`config.mk`:
```
export PLATFORM = sky130hd
export DESIGN_NAME = alu_operation_sequencer
export DESIGN_NICKNAME = d
export VERILOG_FILES = /design/src/rtl/alu_operation_sequencer.sv
export SDC_FILE = /design/constraint.sdc
export NUM_CORES = 1
export LEC_CHECK = 0
export BUFFER_PORTS_ARGS = -buffer_cell sky130_fd_sc_hd__clkbuf_2
export CORE_ASPECT_RATIO = 1.5
export CORE_MARGIN = 2
export CORE_UTILIZATION = 51
export CTS_BUF_LIST = sky130_fd_sc_hd__clkbuf_16
export CTS_CLUSTER_DIAMETER = 120
export DETAILED_ROUTE_END_ITERATION = 7
export PLACE_DENSITY = 0.87
export SYNTH_ARGS = -nofsm -noshare
export SYNTH_HDL_FRONTEND = slang
export SYNTH_SLANG_ARGS = --single-unit
```
`constraint.sdc`:
```
create_clock -name _clock -period 3.5 [get_ports _clock]
set_input_delay 0.175 -clock _clock [delete_from_list [all_inputs] [get_ports _clock]]
set_output_delay 0.175 -clock _clock [all_outputs]
set_load 0.01 [all_outputs]
```
`src/rtl/alu_operation_sequencer.sv`:
```
// Issue/writeback controller driving a register file and a combinational ALU.
// Each accepted operation fetches its operands, executes, then writes back and retires.
module alu_operation_sequencer #(
    parameter int DATA_WIDTH     = 16,
    parameter int FUNC_WIDTH     = 4,
    parameter int REG_ADDR_WIDTH = 4
) (
    input  logic                      _clock,
    input  logic                      _reset,
    input  logic                      _instrValid,
    output logic                      instrReady,
    input  logic [FUNC_WIDTH-1:0]     _instrFunc,
    input  logic [REG_ADDR_WIDTH-1:0] _instrDest,
    input  logic [REG_ADDR_WIDTH-1:0] _instrSrcA,
    input  logic [REG_ADDR_WIDTH-1:0] _instrSrcB,
    input  logic                      _instrImmSel,
    input  logic [DATA_WIDTH-1:0]     _instrImm,
    output logic [REG_ADDR_WIDTH-1:0] regReadAddr,
    input  logic [DATA_WIDTH-1:0]     _regReadData,
    output logic                      regWriteEn,
    output logic [REG_ADDR_WIDTH-1:0] regWriteAddr,
    output logic [DATA_WIDTH-1:0]     regWriteData,
    output logic [DATA_WIDTH-1:0]     aluValA,
    output logic [DATA_WIDTH-1:0]     aluValB,
    output logic [FUNC_WIDTH-1:0]     aluFuncCode,
    input  logic [DATA_WIDTH-1:0]     _aluResult,
    input  logic                      _aluOverflow,
    input  logic                      _aluCompareBit,
    output logic                      overflowFlag,
    output logic                      compareFlag,
    output logic                      done,
    output logic [15:0]               retiredCount
);

    localparam logic [FUNC_WIDTH-1:0] FUNC_ADD = FUNC_WIDTH'(0);
    localparam logic [FUNC_WIDTH-1:0] FUNC_SUB = FUNC_WIDTH'(1);
    localparam logic [FUNC_WIDTH-1:0] FUNC_NOT = FUNC_WIDTH'(5);
    localparam logic [FUNC_WIDTH-1:0] FUNC_SET = FUNC_WIDTH'(6);
    localparam logic [FUNC_WIDTH-1:0] FUNC_ABS = FUNC_WIDTH'(7);
    localparam logic [FUNC_WIDTH-1:0] FUNC_LSS = FUNC_WIDTH'(8);
    localparam logic [FUNC_WIDTH-1:0] FUNC_EQL = FUNC_WIDTH'(9);
    localparam logic [FUNC_WIDTH-1:0] FUNC_GRT = FUNC_WIDTH'(10);

    typedef enum logic [2:0] {IDLE, FETCH_A, FETCH_B, EXECUTE, WRITEBACK} state_t;

    function automatic logic is_single(input logic [FUNC_WIDTH-1:0] f);
        return (f == FUNC_SET) || (f == FUNC_NOT) || (f == FUNC_ABS);
    endfunction

    function automatic logic is_compare(input logic [FUNC_WIDTH-1:0] f);
        return (f == FUNC_LSS) || (f == FUNC_EQL) || (f == FUNC_GRT);
    endfunction

    function automatic logic is_addsub(input logic [FUNC_WIDTH-1:0] f);
        return (f == FUNC_ADD) || (f == FUNC_SUB);
    endfunction

    state_t                    state;
    logic [FUNC_WIDTH-1:0]     func_q;
    logic [REG_ADDR_WIDTH-1:0] dest_q;
    logic [REG_ADDR_WIDTH-1:0] src_b_q;
    logic                      imm_sel_q;
    logic [DATA_WIDTH-1:0]     imm_q;
    logic [DATA_WIDTH-1:0]     op_a;
    logic                      ovf_q;
    logic                      cmp_q;
    logic                      write_pending;

    // A reset landing on the writeback cycle must suppress the strobe in that same cycle.
    assign regWriteEn = write_pending & ~_reset;

    always_ff @(posedge _clock) begin
        if (_reset) begin
            state         <= IDLE;
            instrReady    <= 1'b1;
            regReadAddr   <= '0;
            write_pending <= 1'b0;
            regWriteAddr  <= '0;
            regWriteData  <= '0;
            aluValA       <= '0;
            aluValB       <= '0;
            aluFuncCode   <= '0;
            overflowFlag  <= 1'b0;
            compareFlag   <= 1'b0;
            done          <= 1'b0;
            retiredCount  <= '0;
        end else begin
            done          <= 1'b0;
            write_pending <= 1'b0;
            case (state)
                IDLE: begin
                    if (_instrValid) begin
                        func_q      <= _instrFunc;
                        dest_q      <= _instrDest;
                        src_b_q     <= _instrSrcB;
                        imm_sel_q   <= _instrImmSel;
                        imm_q       <= _instrImm;
                        regReadAddr <= _instrSrcA;
                        instrReady  <= 1'b0;
                        state       <= FETCH_A;
                    end
                end
                FETCH_A: begin
                    op_a <= _regReadData;
                    if (is_single(func_q) || imm_sel_q) begin
                        // Skipping the second read: ALU operands load straight from here.
                        aluValA     <= _regReadData;
                        aluValB     <= is_single(func_q) ? '0 : imm_q;
                        aluFuncCode <= func_q;
                        regReadAddr <= '0;
                        state       <= EXECUTE;
                    end else begin
                        regReadAddr <= src_b_q;
                        state       <= FETCH_B;
                    end
                end
                FETCH_B: begin
                    aluValA     <= op_a;
                    aluValB     <= _regReadData;
                    aluFuncCode <= func_q;
                    regReadAddr <= '0;
                    state       <= EXECUTE;
                end
                EXECUTE: begin
                    ovf_q <= _aluOverflow;
                    cmp_q <= _aluCompareBit;
                    if (!is_compare(func_q)) begin
                        regWriteAddr  <= dest_q;
                        regWriteData  <= _aluResult;
                        write_pending <= 1'b1;
                    end
                    done  <= 1'b1;
                    state <= WRITEBACK;
                end
                WRITEBACK: begin
                    retiredCount <= retiredCount + 16'd1;
                    if (is_compare(func_q))
                        compareFlag <= cmp_q;
                    else
                        overflowFlag <= is_addsub(func_q) ? ovf_q : 1'b0;
                    instrReady <= 1'b1;
                    state      <= IDLE;
                end
                default: begin
                    instrReady <= 1'b1;
                    state      <= IDLE;
                end
            endcase
        end
    end

endmodule

```
Yosys cells after proc, flatten, opt, wreduce, memory -nomap -nowiden
Cells that the tools add are included.

Logic and storage cells: 79. Memories: 0. Latch bits: 0. Memory bits (writable): 0. Bits of input ports: 70. Bits in read-only memories: 0. Register bits: 131. Output and inout bits: 81.

Reduce and logical (&&, ||, !) cells: 21. Magnitude comparators: 0. Equality and inequality tests: 13. Add/subtract/negate cells: 1. Shift operators: 0. Divide/modulo/power cells: 0. $mul: 0. Mux-type cells: 18. Bitwise logic cells: 5.

Operators by type and width (count): $pmux 16 s2 (2); $mux 16 (3); $add 16x1->16 const B (1); $reduce_and 2->1 (8); $eq 4x3->1 const B (3); $eq 4x4->1 const B (3); $mux 4 (3); $pmux 3 s4 (1); $pmux 4 s3 (1); $pmux 4 s2 (1); $eq 3x2->1 const B (2); $logic_or 1x1->1 (6); $mux 1 (5); $eq 4x1->1 const B (1); $logic_not 4->1 (1); $ne 2x2->1 const B (2); $not 1->1 (4); $eq 3x1->1 const B (1); $eq 3x3->1 const B (1); $logic_not 3->1 (1); $mux 3 (1); $reduce_and 3->1 (1); $reduce_bool 3->1 (1); $reduce_or 3->1 (1); 4 further kinds (4).

Depth between registers and ports, before layout
Gate-level depths: netlist of the first run.

Depth in word-level cells: 6. Depth in mapped cells: 7. Mapped depth without buffers: 4.

Least setup slack after synthesis of the first run
Ideal clock, no wire load.

Kind: register to register. From: reg state[1]. To: reg dest_q[0] (enable). Library setup time: 0.451 ns. Path buffers: 1. Slack: 0.409 ns. Clock period less this slack: 3.091 ns. Arrival: 2.640 ns. Required time: 3.049 ns. Cell stages (with the launch flop): 5. Cell sequence: dfxtp_1 > buf_2 > nor2_1 > nand2_1 > nor3_1.

Cells in the longest elaborated chain, start to end: 2.

RTL lines: start, declared (line 58) `state_t state;`; start signal, assigned (line 74) `state <= IDLE;`; start signal, assigned (line 100) `state <= FETCH_A;`; start signal, assigned (line 111) `state <= EXECUTE;`; $logic_not 3->1 (line 90) `case (state)`; $reduce_and 3->1 (no source line); end signal, assigned (line 94) `dest_q <= _instrDest;`; end, declared (line 60) `logic [REG_ADDR_WIDTH-1:0] dest_q;`.

No other way between the ends. A chain may end at the register's enable or synchronous reset.

Worst setup path in the final report of the first run
From: reg state[1]. To: reg aluValB[5].

Cells in the longest elaborated chain, start to end: 3. Elaborated cells between the ends (all ways): 6. Those cells by class: 3 x eq/ne; 1 x mux; 2 x reduce/logical.

RTL lines: $eq 3x1->1 or $eq 3x2->1 (tied branches) (line 90); $ne 2x2->1 (no source line) or $reduce_bool 2->1 (tied branches); $reduce_and 2->1 (no source line); end signal, assigned (line 108) `aluValB <= is_single(func_q) ? '0 : imm_q;`; end signal, assigned (line 119) `aluValB <= _regReadData;`; end, declared (line 24) `output logic [DATA_WIDTH-1:0] aluValB,`.

Parallel ways exist; a longest one is shown, timed or not.

==> results of run 1 <==
[through the flow]
step | total power (uW) | cell area [um^2] | worst slack, ns | utilization | instances
finish | 4020 | 6830 | 0.929 | 0.709 | 748
global route | 4210 | 6830 | 0.702 | 0.709 | 748
CTS | 4050 | 6820 | 0.900 | 0.708 | 747
detailed placement | 2560 | 5860 | 0.970 | 0.608 | 669
global placement | 2520 | 5860 | 1.11 | 0.608 | 669
floorplan | 2310 | 5050 | 0.409 | - | 429
[synth_stat cells, drive strengths merged (6+ instances only)]
cell type	n	area, um^2
dfxtp	84	1680
edfxtp	47	1410
nor3	44	220
nor2	40	150
mux2i	39	390
a211oi	34	260
buf	19	108
a22oi	16	120
clkbuf	12	45.0
a21oi	10	53.8
nand2	10	37.5
nand3	9	57.6
nand4	6	37.5
o21ai	6	30.0
xor2	6	52.6
[cells by family (layout without fill, tap and decap cells)]
family,count (synthesis),count (layout),synth area share
AOI/OAI and AO/OA,78,78,0.116
xor gates and xnor gates,11,11,0.0191
adders and majority gates,1,1,0.00248
buffers and inverters,33,237,0.0317
DFF,131,131,0.612
muxes,40,40,0.0795
and+or+nand+nor,135,135,0.138
[power breakdown]
part | total (uW) | switching, uW | internal (uW)
Combinational | 730 | 415 | 315
Sequential | 1840 | 94.0 | 1740
Clock | 1460 | 587 | 870
Total | 4020 | 1100 | 2930
[worst max-delay path by stage]
stage,endpoint,slack [ns]
4_1_cts,aluValB[5]$_SDFFE_PP0P_,0.90
6_report,aluValB[5]$_SDFFE_PP0P_,0.93
5_1_grt,aluValB[5]$_SDFFE_PP0P_,0.70
3_5_place_dp,aluValB[6]$_SDFFE_PP0P_,0.97
3_3_place_gp,aluValA[0]$_SDFFE_PP0P_,1.11
2_1_floorplan,dest_q[0]$_DFFE_PP_,0.41
[cell type report]
type,instances,area [um^2],share of cell area
clock inverters,14,63.8,0.00934
flip-flops and latches,131,3090,0.453
clock buffers,17,425,0.0623
repair buffers,204,1280,0.187
multi-input cells,265,1820,0.266
well taps,115,144,0.0211
inverters,2,7.51,0.00110
[sequential cells by signal, summed over array words and instances (netlist names), 3 cells and up]
signal,count
aluFuncCode,4
aluValA,16
aluValB,16
dest_q,4
func_q,4
imm_q,16
op_a,16
regReadAddr,4
regWriteAddr,4
regWriteData,16
retiredCount,16
src_b_q,4
state,3
[routing by layer]
metal	vias up	track usage	share of wire
met5	-	0	0
met4	0	0.121	0.026
met3	26	0.0668	0.048
met2	139	0.428	0.54
met1	1965	0.246	0.38
li1	1993	-	-
[worst max-delay path, stage by stage (launching register included)]
cell,delay (ns)
dfxtp_1,0.63
nor3b_2,0.31
buf_4,0.46
a31o_2,0.66
nor3_1,0.10
a211oi_1,0.28
==> results.sh, run 1 <==
export IMPL_tns_ns=0
export IMPL_max_freq_ghz=0.389
export IMPL_drt_first_pass_iters=4
export IMPL_synth_ff_type="dfxtp_1"
export IMPL_drive_above_1_share=0.305
export IMPL_synth_cell_types=47
export IMPL_gp_congestion=0.741
export IMPL_finalHoldViolations=0
export IMPL_ctsHoldBuffers=47
export IMPL_clk_latency_ns=0.41
export IMPL_postSynthAreaPerCell_um2=11.8
export IMPL_cts_root_buffer="clkbuf_16"
export IMPL_cts_tree="built"
export IMPL_ctsResizeCount=0
export IMPL_r2r_cells=5
export IMPL_post_route_period_util=0.734
export IMPL_leakage_uw=0.00274
export IMPL_ys_ff_latch=131
export IMPL_cp_arrival_ns=2.86
export IMPL_dr_first_iter_drc_count=262
export IMPL_cp_end_kind="flip-flop"
export IMPL_ys_warn_count=0
export IMPL_drt_wl_total_um=12500
export IMPL_via_count=4123
export IMPL_synth_edff_count=47
export IMPL_rrSetupSlack_ns=0.93
export IMPL_io_buffer_count=150
export IMPL_grt_pass1_wl_um=20100
export IMPL_ir_drop_mv=0.414
export IMPL_grt_usage=0.238
export IMPL_setup_viol=0
export IMPL_layout_common_cells="clkbuf_2 (149), dfxtp_1 (84), dlygate4sd3_1 (48)"
export IMPL_clock_skew_ns=0.0184
export IMPL_rows=44
export IMPL_crit_start="state[1]$_SDFFE_PP0P_"
export IMPL_required_ns=3.79
export IMPL_cts_num_sinks=131
export IMPL_power_density_nw_per_um2=589
export IMPL_post_route_drc_count=0
export IMPL_hp_start="_aluResult[0]"
export IMPL_syn_inst=429
export IMPL_post_cts_buffers=0
export IMPL_htreeDepth=4
export IMPL_dp_hpwl_um=8170
export IMPL_drv_slew=0
export IMPL_cp_start_kind="flip-flop"
export IMPL_hold_end="regWriteData[0]$_SDFFE_PP0P_"
export IMPL_relSlewSlack=0.258
export IMPL_final_common_cell="clkbuf_2"
export IMPL_crit_type="reg -> reg"
export IMPL_grt_max_degree=62
export IMPL_r2r_start="state[1]$_SDFFE_PP0P_"
export IMPL_initial_core_util=0.524
export IMPL_pin_count=151
export IMPL_outcome="completed"
export IMPL_min_path_cells=3
export IMPL_die_area_um2=10700
export IMPL_worst_pin_slew_ns=1.11
export IMPL_period_minus_slack_ns=2.57
export IMPL_diodes=0
export IMPL_cts_clk_slew_worst_paths_ns=0.05
export IMPL_hold_slack_ns=0.0116
export IMPL_syn_area_um2=5050
export IMPL_cts_buffers=17
export IMPL_syn_to_final_growth_pct=35.2
export IMPL_grt_pass1_vias=4295
export IMPL_antenna_found_initial=0
export IMPL_antenna_left=0
export IMPL_grt_overflow=0
export IMPL_r2r_end="aluValB[5]$_SDFFE_PP0P_"
export IMPL_routedWlPerCell_um=16.7
export IMPL_drv_cap=0
export IMPL_hold_path_class="in -> reg"
export IMPL_nets=692
export IMPL_vias_per_cell=5.51
export IMPL_rsz0062_at_grt="no"
export IMPL_clk_path_buf_depth=2
export IMPL_synth_seq_area_share=0.612
export IMPL_syn_nets=500
export IMPL_postSynth_asyncResetShare=0
export IMPL_fill_cells=660
export IMPL_die_y_um=126
export IMPL_die_w_um=85.2
export IMPL_coreArea_um2=9630
export IMPL_worstPathMaxFanout=36
(Power assumes the default switching activity.)
==> inputs of run 2 (changes only) <==
==> constraint.sdc (replaced) <==
create_clock -name _clock -period 2.55 [get_ports _clock]
set_input_delay 0.1275 -clock _clock [delete_from_list [all_inputs] [get_ports _clock]]
set_output_delay 0.1275 -clock _clock [all_outputs]
set_load 0.01 [all_outputs]
==> results.sh, run 2 (synthesized netlist as in run 1, its figures left out) <==
export IMPL_layout_common_cells="clkbuf_2 (149), dfxtp_1 (84), dlygate4sd3_1 (63)"
export IMPL_met3_length_um=765
export IMPL_cts_clk_slew_worst_paths_ns=0.06
export IMPL_initial_core_util=0.524
export IMPL_clk_latency_ns=0.40
export IMPL_outcome="completed"
export IMPL_power_density_nw_per_um2=839
export IMPL_pin_count=151
export IMPL_drt_first_pass_iters=4
export IMPL_io_buffer_count=150
export IMPL_grt_overflow=0
export IMPL_finalHoldViolations=0
export IMPL_rows=44
export IMPL_grt_max_degree=38
export IMPL_nets=714
export IMPL_cts_root_buffer="clkbuf_16"
export IMPL_fill_cells=635
export IMPL_ir_drop_mv=0.588
export IMPL_place_area_um2=5920
export IMPL_max_freq_ghz=0.470
export IMPL_crit_type="reg -> reg"
export IMPL_highest_layer="met4"
export IMPL_routedWlPerCell_um=17.1
export IMPL_die_y_um=126
export IMPL_via_count=4311
export IMPL_clock_skew_ns=0.00785
export IMPL_antenna_found_initial=0
export IMPL_relSlewSlack=0.497
export IMPL_ctsResizeCount=0
export IMPL_rsz0062_at_grt="no"
export IMPL_drt_wl_total_um=13200
export IMPL_vias_per_cell=5.59
export IMPL_post_route_drc_count=0
export IMPL_die_w_um=85.2
export IMPL_cp_start_kind="flip-flop"
export IMPL_dr_first_iter_drc_count=192
export IMPL_setup_viol=0
export IMPL_met1Wirelength_um=4720
export IMPL_hold_path_class="in -> reg"
export IMPL_dp_hpwl_um=8250
export IMPL_syn_to_final_growth_pct=41.7
export IMPL_coreArea_um2=9630
export IMPL_drive_above_1_share=0.308
export IMPL_leakage_uw=0.00288
export IMPL_htreeDepth=4
export IMPL_drv_cap=0
export IMPL_grt_pass1_vias=4522
export IMPL_cts_buffers=17
export IMPL_diodes=0
export IMPL_final_area_um2=7150
export IMPL_gp_congestion=0.808
export IMPL_grt_usage=0.255
export IMPL_grt_pass1_wl_um=21300
export IMPL_cts_tree="built"
export IMPL_cp_end_kind="flip-flop"
export IMPL_tns_ns=0
export IMPL_worst_pin_slew_ns=0.755
export IMPL_required_ns=2.84
export IMPL_die_area_um2=10700
export IMPL_cp_arrival_ns=2.42
export IMPL_post_route_period_util=0.835
export IMPL_wl_met2_um=7040
export IMPL_worstPathMaxFanout=32
export IMPL_cts_num_sinks=131
export IMPL_drv_slew=0
export IMPL_antenna_left=0
export IMPL_period_minus_slack_ns=2.13
export IMPL_clk_path_buf_depth=2
export IMPL_rrSetupSlack_ns=0.42
export IMPL_final_common_cell="clkbuf_2"
## run 2: changes by cell type in the layout (fill, tap and decap cells not counted), sizes merged
| cell | delta |
|---|---|
| dlygate4sd3 | +15 |
| buf | +7 |
| inv | -4 |
| clkbuf | +3 |
| bufinv | +2 |
## run 2: what timing repair did
| item | CTS | global route |
|---|---|---|
| endpoints found under the setup margin | 0 | 0 |
| hold endpoints to repair | 63 | 0 |
| setup buffers | 0 | 0 |
| hold buffers | 63 | 0 |
## run 2: worst max-delay path, cell delays in order, from the launching register on
cell and delay [ns]:
dfxtp_1 0.62, nor3b_2 0.41, buf_4 0.48, a22oi_1 0.18, a211oi_1 0.32
## run 2: report_power, final
part	internal, uW	total (uW)	leakage, uW	switching, uW
clock	1590	2430	0.000300	838
sequential	2390	2520	0.00112	128
combinational	466	1060	0.00146	594
total	4440	6000	0.00288	1560
## run 2: through the flow
stage / std cells / hold slack (ns) / total power (uW) / utilization / setup slack, ns
2_1_floorplan: 429 / 0.226 / 3160 / - / 0.277
3_3_place_gp: 676 / 0.306 / 3490 / 0.614 / 0.641
3_5_place_dp: 676 / 0.306 / 3530 / 0.614 / 0.472
4_1_cts: 771 / 0.0630 / 6020 / 0.743 / 0.473
5_1_grt: 771 / 0.0836 / 6240 / 0.743 / 0.260
6_report: 771 / 0.0732 / 6000 / 0.743 / 0.420
## run 2: final cells by class
| class | instances | area, um^2 | area share |
|---|---|---|---|
| timing repair buffer | 226 | 1480 | 0.207 |
| tap | 115 | 144 | 0.0201 |
| inverter | 2 | 7.51 | 0.00105 |
| sequential | 131 | 3090 | 0.432 |
| clock inverter | 12 | 105 | 0.0147 |
| multi-input combinational | 265 | 1830 | 0.255 |
| clock buffer | 20 | 500 | 0.0700 |
## run 2: worst paths after layout
kind,startpoint,to,cells after the start
worst max register to register,state[1]$_SDFFE_PP0P_,aluValB[14]$_SDFFE_PP0P_,4
worst min register to register,instrReady$_SDFFE_PP1P_,instrReady$_SDFFE_PP1P_,1
worst max-delay path,state[1]$_SDFFE_PP0P_,aluValB[14]$_SDFFE_PP0P_,4
worst min-delay path,_instrSrcA[0],regReadAddr[0]$_SDFFE_PP0P_,3
## run 2: metal layers
layer / vias up / GRT usage
li1: 2037 / -
met1: 2035 / 0.259
met2: 179 / 0.454
met3: 60 / 0.0688
met4: 0 / 0.161
met5: - / 0
